[config.mk]
export PLATFORM = sky130hd
export DESIGN_NAME = gradient_controller
export DESIGN_NICKNAME = d
export VERILOG_FILES = /design/src/rtl/edge_pkg.sv /design/src/rtl/sobel_unit.sv /design/src/rtl/gradient_controller.sv
export SDC_FILE = /design/constraint.sdc
export NUM_CORES = 2
export LEC_CHECK = 0
export CORE_MARGIN = 1
export CORE_UTILIZATION = 30
export DETAILED_ROUTE_END_ITERATION = 8
export SETUP_SLACK_MARGIN = 0.05
export SLEW_MARGIN = 20
export SYNTH_ARGS = -nofsm -noshare
export SYNTH_HDL_FRONTEND = slang
export SYNTH_SLANG_ARGS = --single-unit
[constraint.sdc]
create_clock -name clk -period 11.06 [get_ports clk]
set_clock_uncertainty 0.05 [all_clocks]
set_input_delay 2.212 -clock clk [delete_from_list [all_inputs] [get_ports clk]]
set_output_delay 2.212 -clock clk [all_outputs]
set_load 0.02 [all_outputs]
[src/rtl/edge_pkg.sv]
// Shared definitions for the gradient (Sobel) stage: FSM state encoding,
// saturation limit and quantised edge-direction codes.
package edge_pkg;

  typedef enum logic [2:0] {
    IDLE    = 3'd0,
    LOAD    = 3'd1,
    PROCESS = 3'd2,
    DRAIN   = 3'd3,
    DONE    = 3'd4
  } grad_state_t;

  localparam int SAT_MAX = 255;

  localparam logic [1:0] DIR_HORIZ  = 2'd0;
  localparam logic [1:0] DIR_VERT   = 2'd1;
  localparam logic [1:0] DIR_DIAG45 = 2'd2;
  localparam logic [1:0] DIR_OTHER  = 2'd3;

endpackage

[src/rtl/sobel_unit.sv]
// Combinational 3x3 Sobel operator with |Gx|+|Gy| magnitude saturated to
// SAT_MAX. Optional feature macro GRADIENT_DIR_EN adds a quantised direction.
// Pixel p[r][c] (r = top/mid/bot, c = left..right) sits at pix[8*(3*r+c) +: 8].
module sobel_unit
  import edge_pkg::*;
(
  input  logic [71:0] pix,
  output logic [7:0]  mag
`ifdef GRADIENT_DIR_EN
  ,
  output logic [1:0]  dir
`endif
);

  logic [10:0]        p [3][3];
  logic signed [10:0] gx;
  logic signed [10:0] gy;
  logic [9:0]         ax;
  logic [9:0]         ay;
  logic [11:0]        sum;

  // Gradients fit in 11-bit signed (|G| <= 1020), so modular 11-bit
  // arithmetic on zero-extended pixels yields the exact two's complement value.
  always_comb begin
    for (int r = 0; r < 3; r++) begin
      for (int c = 0; c < 3; c++) begin
        p[r][c] = {3'b000, pix[8*(3*r+c) +: 8]};
      end
    end
    gx  = $signed((p[0][2] + (p[1][2] << 1) + p[2][2]) -
                  (p[0][0] + (p[1][0] << 1) + p[2][0]));
    gy  = $signed((p[2][0] + (p[2][1] << 1) + p[2][2]) -
                  (p[0][0] + (p[0][1] << 1) + p[0][2]));
    ax  = gx[10] ? 10'(-gx) : gx[9:0];
    ay  = gy[10] ? 10'(-gy) : gy[9:0];
    sum = {2'b00, ax} + {2'b00, ay};
    mag = (sum > 12'(SAT_MAX)) ? 8'(SAT_MAX) : sum[7:0];
  end

`ifdef GRADIENT_DIR_EN
  // Direction bins are tested in priority order; a zero gradient is horizontal.
  always_comb begin
    if ({ay, 1'b0} <= {1'b0, ax}) begin
      dir = DIR_HORIZ;
    end else if ({ax, 1'b0} <= {1'b0, ay}) begin
      dir = DIR_VERT;
    end else if (gx[10] == gy[10]) begin
      dir = DIR_DIAG45;
    end else begin
      dir = DIR_OTHER;
    end
  end
`endif

endmodule

[src/rtl/gradient_controller.sv]
// Gradient stage: caches the last three blurred rows and produces Sobel
// magnitudes for the interior columns of the middle row, one column per cycle
// through a two-stage pipeline. Optional feature macro GRADIENT_DIR_EN adds
// the grad_dir output (quantised edge direction per column).
//
// Handshake: blur_final is a one-cycle valid with no ready. It is accepted
// only in IDLE or DONE; a pulse in LOAD/PROCESS/DRAIN is dropped and sets the
// sticky overrun flag. grad_final is a one-cycle valid for grad_out.
// Packing: pixel i of blur_row is blur_row[8*i +: 8] (i = 0 leftmost);
// grad_out[8*j +: 8] is the magnitude for column j+1.
module gradient_controller
  import edge_pkg::*;
#(
  parameter int NUM_PIX = 16
) (
  input  logic                      clk,
  input  logic                      rst,
  input  logic                      blur_final,
  input  logic [8*NUM_PIX-1:0]      blur_row,
  input  logic                      first_row,
  output logic [8*(NUM_PIX-2)-1:0]  grad_out,
  output logic                      grad_final,
  output logic                      overrun,
`ifdef GRADIENT_DIR_EN
  output logic [2*(NUM_PIX-2)-1:0]  grad_dir,
`endif
  output logic [2:0]                dbg_state
);

  localparam logic [3:0] LAST_IDX = 4'(NUM_PIX - 3);

  grad_state_t                 state_q, state_d;
  logic [3:0]                  idx_q, idx_d;
  logic [8*NUM_PIX-1:0]        row_q, row_d;
  logic                        first_q, first_d;
  logic [8*NUM_PIX-1:0]        top_q, top_d;
  logic [8*NUM_PIX-1:0]        mid_q, mid_d;
  logic [8*NUM_PIX-1:0]        bot_q, bot_d;
  logic [8*(NUM_PIX-2)-1:0]    grad_q, grad_d;
  logic [7:0]                  mag_q, mag_d;
  logic                        overrun_q, overrun_d;
  logic [71:0]                 win;
  logic [7:0]                  mag_c;
`ifdef GRADIENT_DIR_EN
  logic [1:0]                  dir_c;
  logic [1:0]                  dir_q, dir_d;
  logic [2*(NUM_PIX-2)-1:0]    gdir_q, gdir_d;
`endif

  // Gather the 3x3 window whose left column is the current issue index.
  always_comb begin
    win = '0;
    for (int c = 0; c < 3; c++) begin
      win[8*c +: 8]     = top_q[8*(int'(idx_q)+c) +: 8];
      win[8*(3+c) +: 8] = mid_q[8*(int'(idx_q)+c) +: 8];
      win[8*(6+c) +: 8] = bot_q[8*(int'(idx_q)+c) +: 8];
    end
  end

  sobel_unit u_sobel (
    .pix (win),
    .mag (mag_c)
`ifdef GRADIENT_DIR_EN
    ,
    .dir (dir_c)
`endif
  );

  // Next-state logic: FSM sequencing, row capture, cache shift and result writes.
  always_comb begin
    state_d   = state_q;
    idx_d     = idx_q;
    row_d     = row_q;
    first_d   = first_q;
    top_d     = top_q;
    mid_d     = mid_q;
    bot_d     = bot_q;
    grad_d    = grad_q;
    mag_d     = mag_q;
    overrun_d = overrun_q;
`ifdef GRADIENT_DIR_EN
    dir_d     = dir_q;
    gdir_d    = gdir_q;
`endif
    unique case (state_q)
      IDLE: begin
        if (blur_final) begin
          row_d   = blur_row;
          first_d = first_row;
          state_d = LOAD;
        end
      end
      LOAD: begin
        // A first row has no predecessors, so it fills the whole window.
        if (first_q) begin
          top_d = row_q;
          mid_d = row_q;
          bot_d = row_q;
        end else begin
          top_d = mid_q;
          mid_d = bot_q;
          bot_d = row_q;
        end
        idx_d   = '0;
        state_d = PROCESS;
      end
      PROCESS: begin
        // Stage 1 captures this column; stage 2 retires the previous one.
        mag_d = mag_c;
`ifdef GRADIENT_DIR_EN
        dir_d = dir_c;
`endif
        if (idx_q != 4'd0) begin
          grad_d[8*(int'(idx_q)-1) +: 8] = mag_q;
`ifdef GRADIENT_DIR_EN
          gdir_d[2*(int'(idx_q)-1) +: 2] = dir_q;
`endif
        end
        if (idx_q == LAST_IDX) begin
          idx_d   = '0;
          state_d = DRAIN;
        end else begin
          idx_d = idx_q + 4'd1;
        end
      end
      DRAIN: begin
        grad_d[8*int'(LAST_IDX) +: 8] = mag_q;
`ifdef GRADIENT_DIR_EN
        gdir_d[2*int'(LAST_IDX) +: 2] = dir_q;
`endif
        state_d = DONE;
      end
      DONE: begin
        if (blur_final) begin
          row_d   = blur_row;
          first_d = first_row;
          state_d = LOAD;
        end else begin
          state_d = IDLE;
        end
      end
      default: state_d = IDLE;
    endcase
    if (blur_final && (state_q == LOAD || state_q == PROCESS || state_q == DRAIN)) begin
      overrun_d = 1'b1;
    end
  end

  // State register; reset clears everything including the cache and results.
  always_ff @(posedge clk) begin
    if (rst) begin
      state_q   <= IDLE;
      idx_q     <= '0;
      row_q     <= '0;
      first_q   <= 1'b0;
      top_q     <= '0;
      mid_q     <= '0;
      bot_q     <= '0;
      grad_q    <= '0;
      mag_q     <= '0;
      overrun_q <= 1'b0;
`ifdef GRADIENT_DIR_EN
      dir_q     <= '0;
      gdir_q    <= '0;
`endif
    end else begin
      state_q   <= state_d;
      idx_q     <= idx_d;
      row_q     <= row_d;
      first_q   <= first_d;
      top_q     <= top_d;
      mid_q     <= mid_d;
      bot_q     <= bot_d;
      grad_q    <= grad_d;
      mag_q     <= mag_d;
      overrun_q <= overrun_d;
`ifdef GRADIENT_DIR_EN
      dir_q     <= dir_d;
      gdir_q    <= gdir_d;
`endif
    end
  end

  assign grad_out   = grad_q;
  assign grad_final = (state_q == DONE);
  assign overrun    = overrun_q;
  assign dbg_state  = state_q;
`ifdef GRADIENT_DIR_EN
  assign grad_dir   = gdir_q;
`endif

endmodule

==> impl_metrics.env <==
export IMPL_max_stage_delay_ps=860
export IMPL_cts_buffer_depth=3
export IMPL_cp_slowest_cell="dfxtp_4"
export IMPL_fill_cells=12100
export IMPL_cts_buffers=76
export IMPL_wl_per_cell_um=21.6
export IMPL_die_x_um=349
export IMPL_ys_seq_elements=641
export IMPL_path_delay_family="compound AO/OA/AOI/OAI gates"
export IMPL_cts_reportedPaths_clkPinSlew_ps=60
export IMPL_dp_cells=5614
export IMPL_synthSimpleGateAreaFrac=0.145
export IMPL_post_cts_buffers=0
export IMPL_cp_max_fo=53
export IMPL_place_detailed_hpwl_um=91300
export IMPL_drive_above_1_share=0.0898
export IMPL_dr_pass1_iters=5
export IMPL_critPathRequiredTime_ps=11470
export IMPL_viasPerCell=5.24
export IMPL_tritoncts="yes"
export IMPL_r2r_end="mag_q[3]$_SDFFE_PP0P_"
export IMPL_core_area_sq_mm=0.119
export IMPL_syn_nets=4307
export IMPL_period_share=0.813
export IMPL_synth_top_area_share=0.356
export IMPL_fin_crit_ps=9000
export IMPL_synthAdderAreaFrac=0.0483
export IMPL_via_count=30200
export IMPL_ant_nets=0
export IMPL_powerDensity_mw_per_mm2=242
export IMPL_gp_congestion=0.965
export IMPL_initial_core_util=0.304
export IMPL_reg2reg_from="idx_q[0]$_SDFFE_PP0P_"
export IMPL_drt_iter0_markers=2392
export IMPL_antenna_found_initial=0
export IMPL_r2r_cells=30
export IMPL_synth_edf_count=0
export IMPL_area_delta_synth_final_pct=17.2
export IMPL_drv_slew=0
export IMPL_track_usage=0.199
export IMPL_synth_area_leader_cell="dfxtp_1"
export IMPL_yosysWarnings=0
export IMPL_synth_area_leaders="dfxtp_1, mux2i_1, mux4_2, nand2_1, a211oi_1"
export IMPL_seq_power_share=0.277
export IMPL_max_slew_margin=0.142
export IMPL_cts_resized_gates=0
export IMPL_p_leak_uw=0.0146
export IMPL_synth_top_family_by_area="multiplexers"
export IMPL_yosysUniqueCellTypes=70
export IMPL_clock_latency_ps=660
export IMPL_power_frac_clock=0.259
export IMPL_synth_mux_area_frac=0.237
export IMPL_cp_start_kind="flip-flop"
export IMPL_row_count=126
export IMPL_critical_path_most_common_cell="o21ai_0"
export IMPL_grt_max_degree=251
export IMPL_critPathLaunch="idx_q[0]$_SDFFE_PP0P_"
export IMPL_fmax_mhz=111
export IMPL_syn_inst=4058
export IMPL_synthesis_area_sq_mm=0.0361
export IMPL_rsz0062_at_grt="no"
export IMPL_netSwitchingFraction=0.395
export IMPL_dieArea_sq_mm=0.122
export IMPL_synth_async_reset_ratio=0
export IMPL_h_tree_depth=3
export IMPL_synth_compound_area_frac=0.152
export IMPL_grt_pass1_wl_um=184000
export IMPL_crit_type="flip-flop to flip-flop"
export IMPL_crit_cells=30
export IMPL_outcome="completed"
export IMPL_grt_pass1_vias=28300
export IMPL_grt_overflow_total=0
export IMPL_cts_root_buf="clkbuf_16"
export IMPL_ys_seq_area_frac=0.356
export IMPL_syn_area_per_cell_sq_um=8.89
export IMPL_drc=0
export IMPL_worst_path_buf_inv=4
export IMPL_p_int_uw=6190
export IMPL_cts_sinks=641
export IMPL_port_buffers=248
export IMPL_ios=249
export IMPL_p_switching_uw=4030
export IMPL_crit_arrival_ps=9400
export IMPL_die_y_um=349
export IMPL_peakVddDrop_mv=0.606
export IMPL_final_setup_tns_ps=0
export IMPL_layout_nets=4341
export IMPL_fin_cells=5754
export IMPL_setup_viol=0
export IMPL_reg2reg_slack_ps=2060
export IMPL_hold_path_class="flip-flop to flip-flop"
export IMPL_synth_xor_area_frac=0.0158
export IMPL_critPathCaptureType="flip-flop"
export IMPL_hold_viol=0
export IMPL_cap_viol_max_count=0
export IMPL_routed_wl_um=124000
export IMPL_critPathCapture="mag_q[3]$_SDFFE_PP0P_"
export IMPL_tightest_slew_ps=1290
export IMPL_ys_dominant_reg_cell="dfxtp_1"
export IMPL_hold_buffers=0
export IMPL_combPwrFrac=0.464
Yosys cell counts (13+ instances only):
cell type,instances
inv_1,86
mux4_2,151
nand2_1,623
nor2_1,502
buf_2,39
nor2b_1,32
fa_1,37
xor2_1,26
o211ai_1,13
buf_4,15
ha_1,80
mux2i_1,491
clkbuf_1,249
a21oi_1,368
nand3_1,17
dfxtp_1,641
mux2_2,22
nor3_1,19
o22ai_1,35
o21ai_0,87
buf_1,25
a21o_1,22
nand2b_1,16
a211oi_1,288
xnor2_1,39
state kept, by name (all words and copies together) (netlist names):
register,flops
bot_q,128
mid_q,128
row_q,128
top_q,128
grad_out,112
mag_q,8
idx_q,4
dbg_state,3
first_q,1
overrun,1
area by class of cell:
type	count	area (sq um)	area share
Inverter	86	323	0.00763
Clock buffer	112	2280	0.0539
Clock inverter	27	358	0.00846
Timing Repair Buffer	284	2850	0.0673
Antenna cell	1	2.50	0.0000592
Multi-Input combinational cell	3003	21600	0.512
Sequential cell	641	12900	0.304
Tap cell	1600	2000	0.0473
worst min path at each step:
stage                                 endpoint  cells past startpoint  slack, ps                  startpoint
floorplan                bot_q[1]$_SDFFE_PP0P_                      2        400       bot_q[1]$_SDFFE_PP0P_
global placement     grad_out[71]$_SDFFE_PP0P_                      2        390   grad_out[71]$_SDFFE_PP0P_
detailed placement  grad_out[110]$_SDFFE_PP0P_                      2        400  grad_out[110]$_SDFFE_PP0P_
CTS                 grad_out[110]$_SDFFE_PP0P_                      2        410  grad_out[110]$_SDFFE_PP0P_
global route        grad_out[110]$_SDFFE_PP0P_                      2        430  grad_out[110]$_SDFFE_PP0P_
finish              grad_out[110]$_SDFFE_PP0P_                      2        400  grad_out[110]$_SDFFE_PP0P_
worst register-to-register path: cells and delay by family, from the launching register on:
kind            cells  cell delay, ps
compound gates     12            3030
fa+ha+maj           5            1820
simple gates        7            1610
flops               1             860
buf+inv             4             710
mux                 1             590
xor+xnor            1             170
power by group through the flow:
stage               clock [uW]  sequential [uW]  combinational [uW]
global route              2800             2850                5340
CTS                       2700             2820                4800
global placement             0             2870                4730
finish                    2650             2830                4740
detailed placement           0             2870                4760
floorplan                    0             2690                3790
cell families (layout without fill, tap and decap cells):
| group | after synthesis | after routing |
|---|---|---|
| compound gates | 880 | 880 |
| flops | 641 | 641 |
| other cells | 0 | 1 |
| fa+ha+maj | 117 | 117 |
| xor+xnor | 65 | 65 |
| buf+inv | 414 | 509 |
| simple gates | 1277 | 1277 |
| mux | 664 | 664 |
cell usage in the layout (no fill, tap or decap), drive strengths merged, types with 17 or more instances in the layout:
master / n
clkbuf: 112
fa: 37
inv: 88
a21oi: 368
mux4: 151
mux2i: 491
nand2: 631
dfxtp: 641
ha: 80
nor2: 506
nand3: 17
a211oi: 289
mux2: 22
xor2: 26
a21o: 22
o22ai: 35
buf: 37
xnor2: 39
clkdlybuf4s50: 247
o21ai: 87
nor3: 22
nor2b: 32
routing by layer:
metal | share of wire | track usage
met2 | 0.48 | 0.333
met5 | 0 | 0
met4 | 0.043 | 0.0859
met1 | 0.43 | 0.254
met3 | 0.047 | 0.0299
metrics by stage:
step / hold WS [ps] / util / setup slack [ps] / area [sq um] / total power, uW
after floorplan: 396 / - / 3150 / 36100 / 6490
after global placement: 389 / 0.334 / 2290 / 39700 / 7600
after detailed placement: 398 / 0.334 / 2230 / 39700 / 7640
after CTS: 406 / 0.356 / 2210 / 42300 / 10300
after global routing: 432 / 0.356 / 1440 / 42300 / 11000
final: 402 / 0.356 / 2060 / 42300 / 10200
Note: power is estimated with default switching activity, not from simulation.
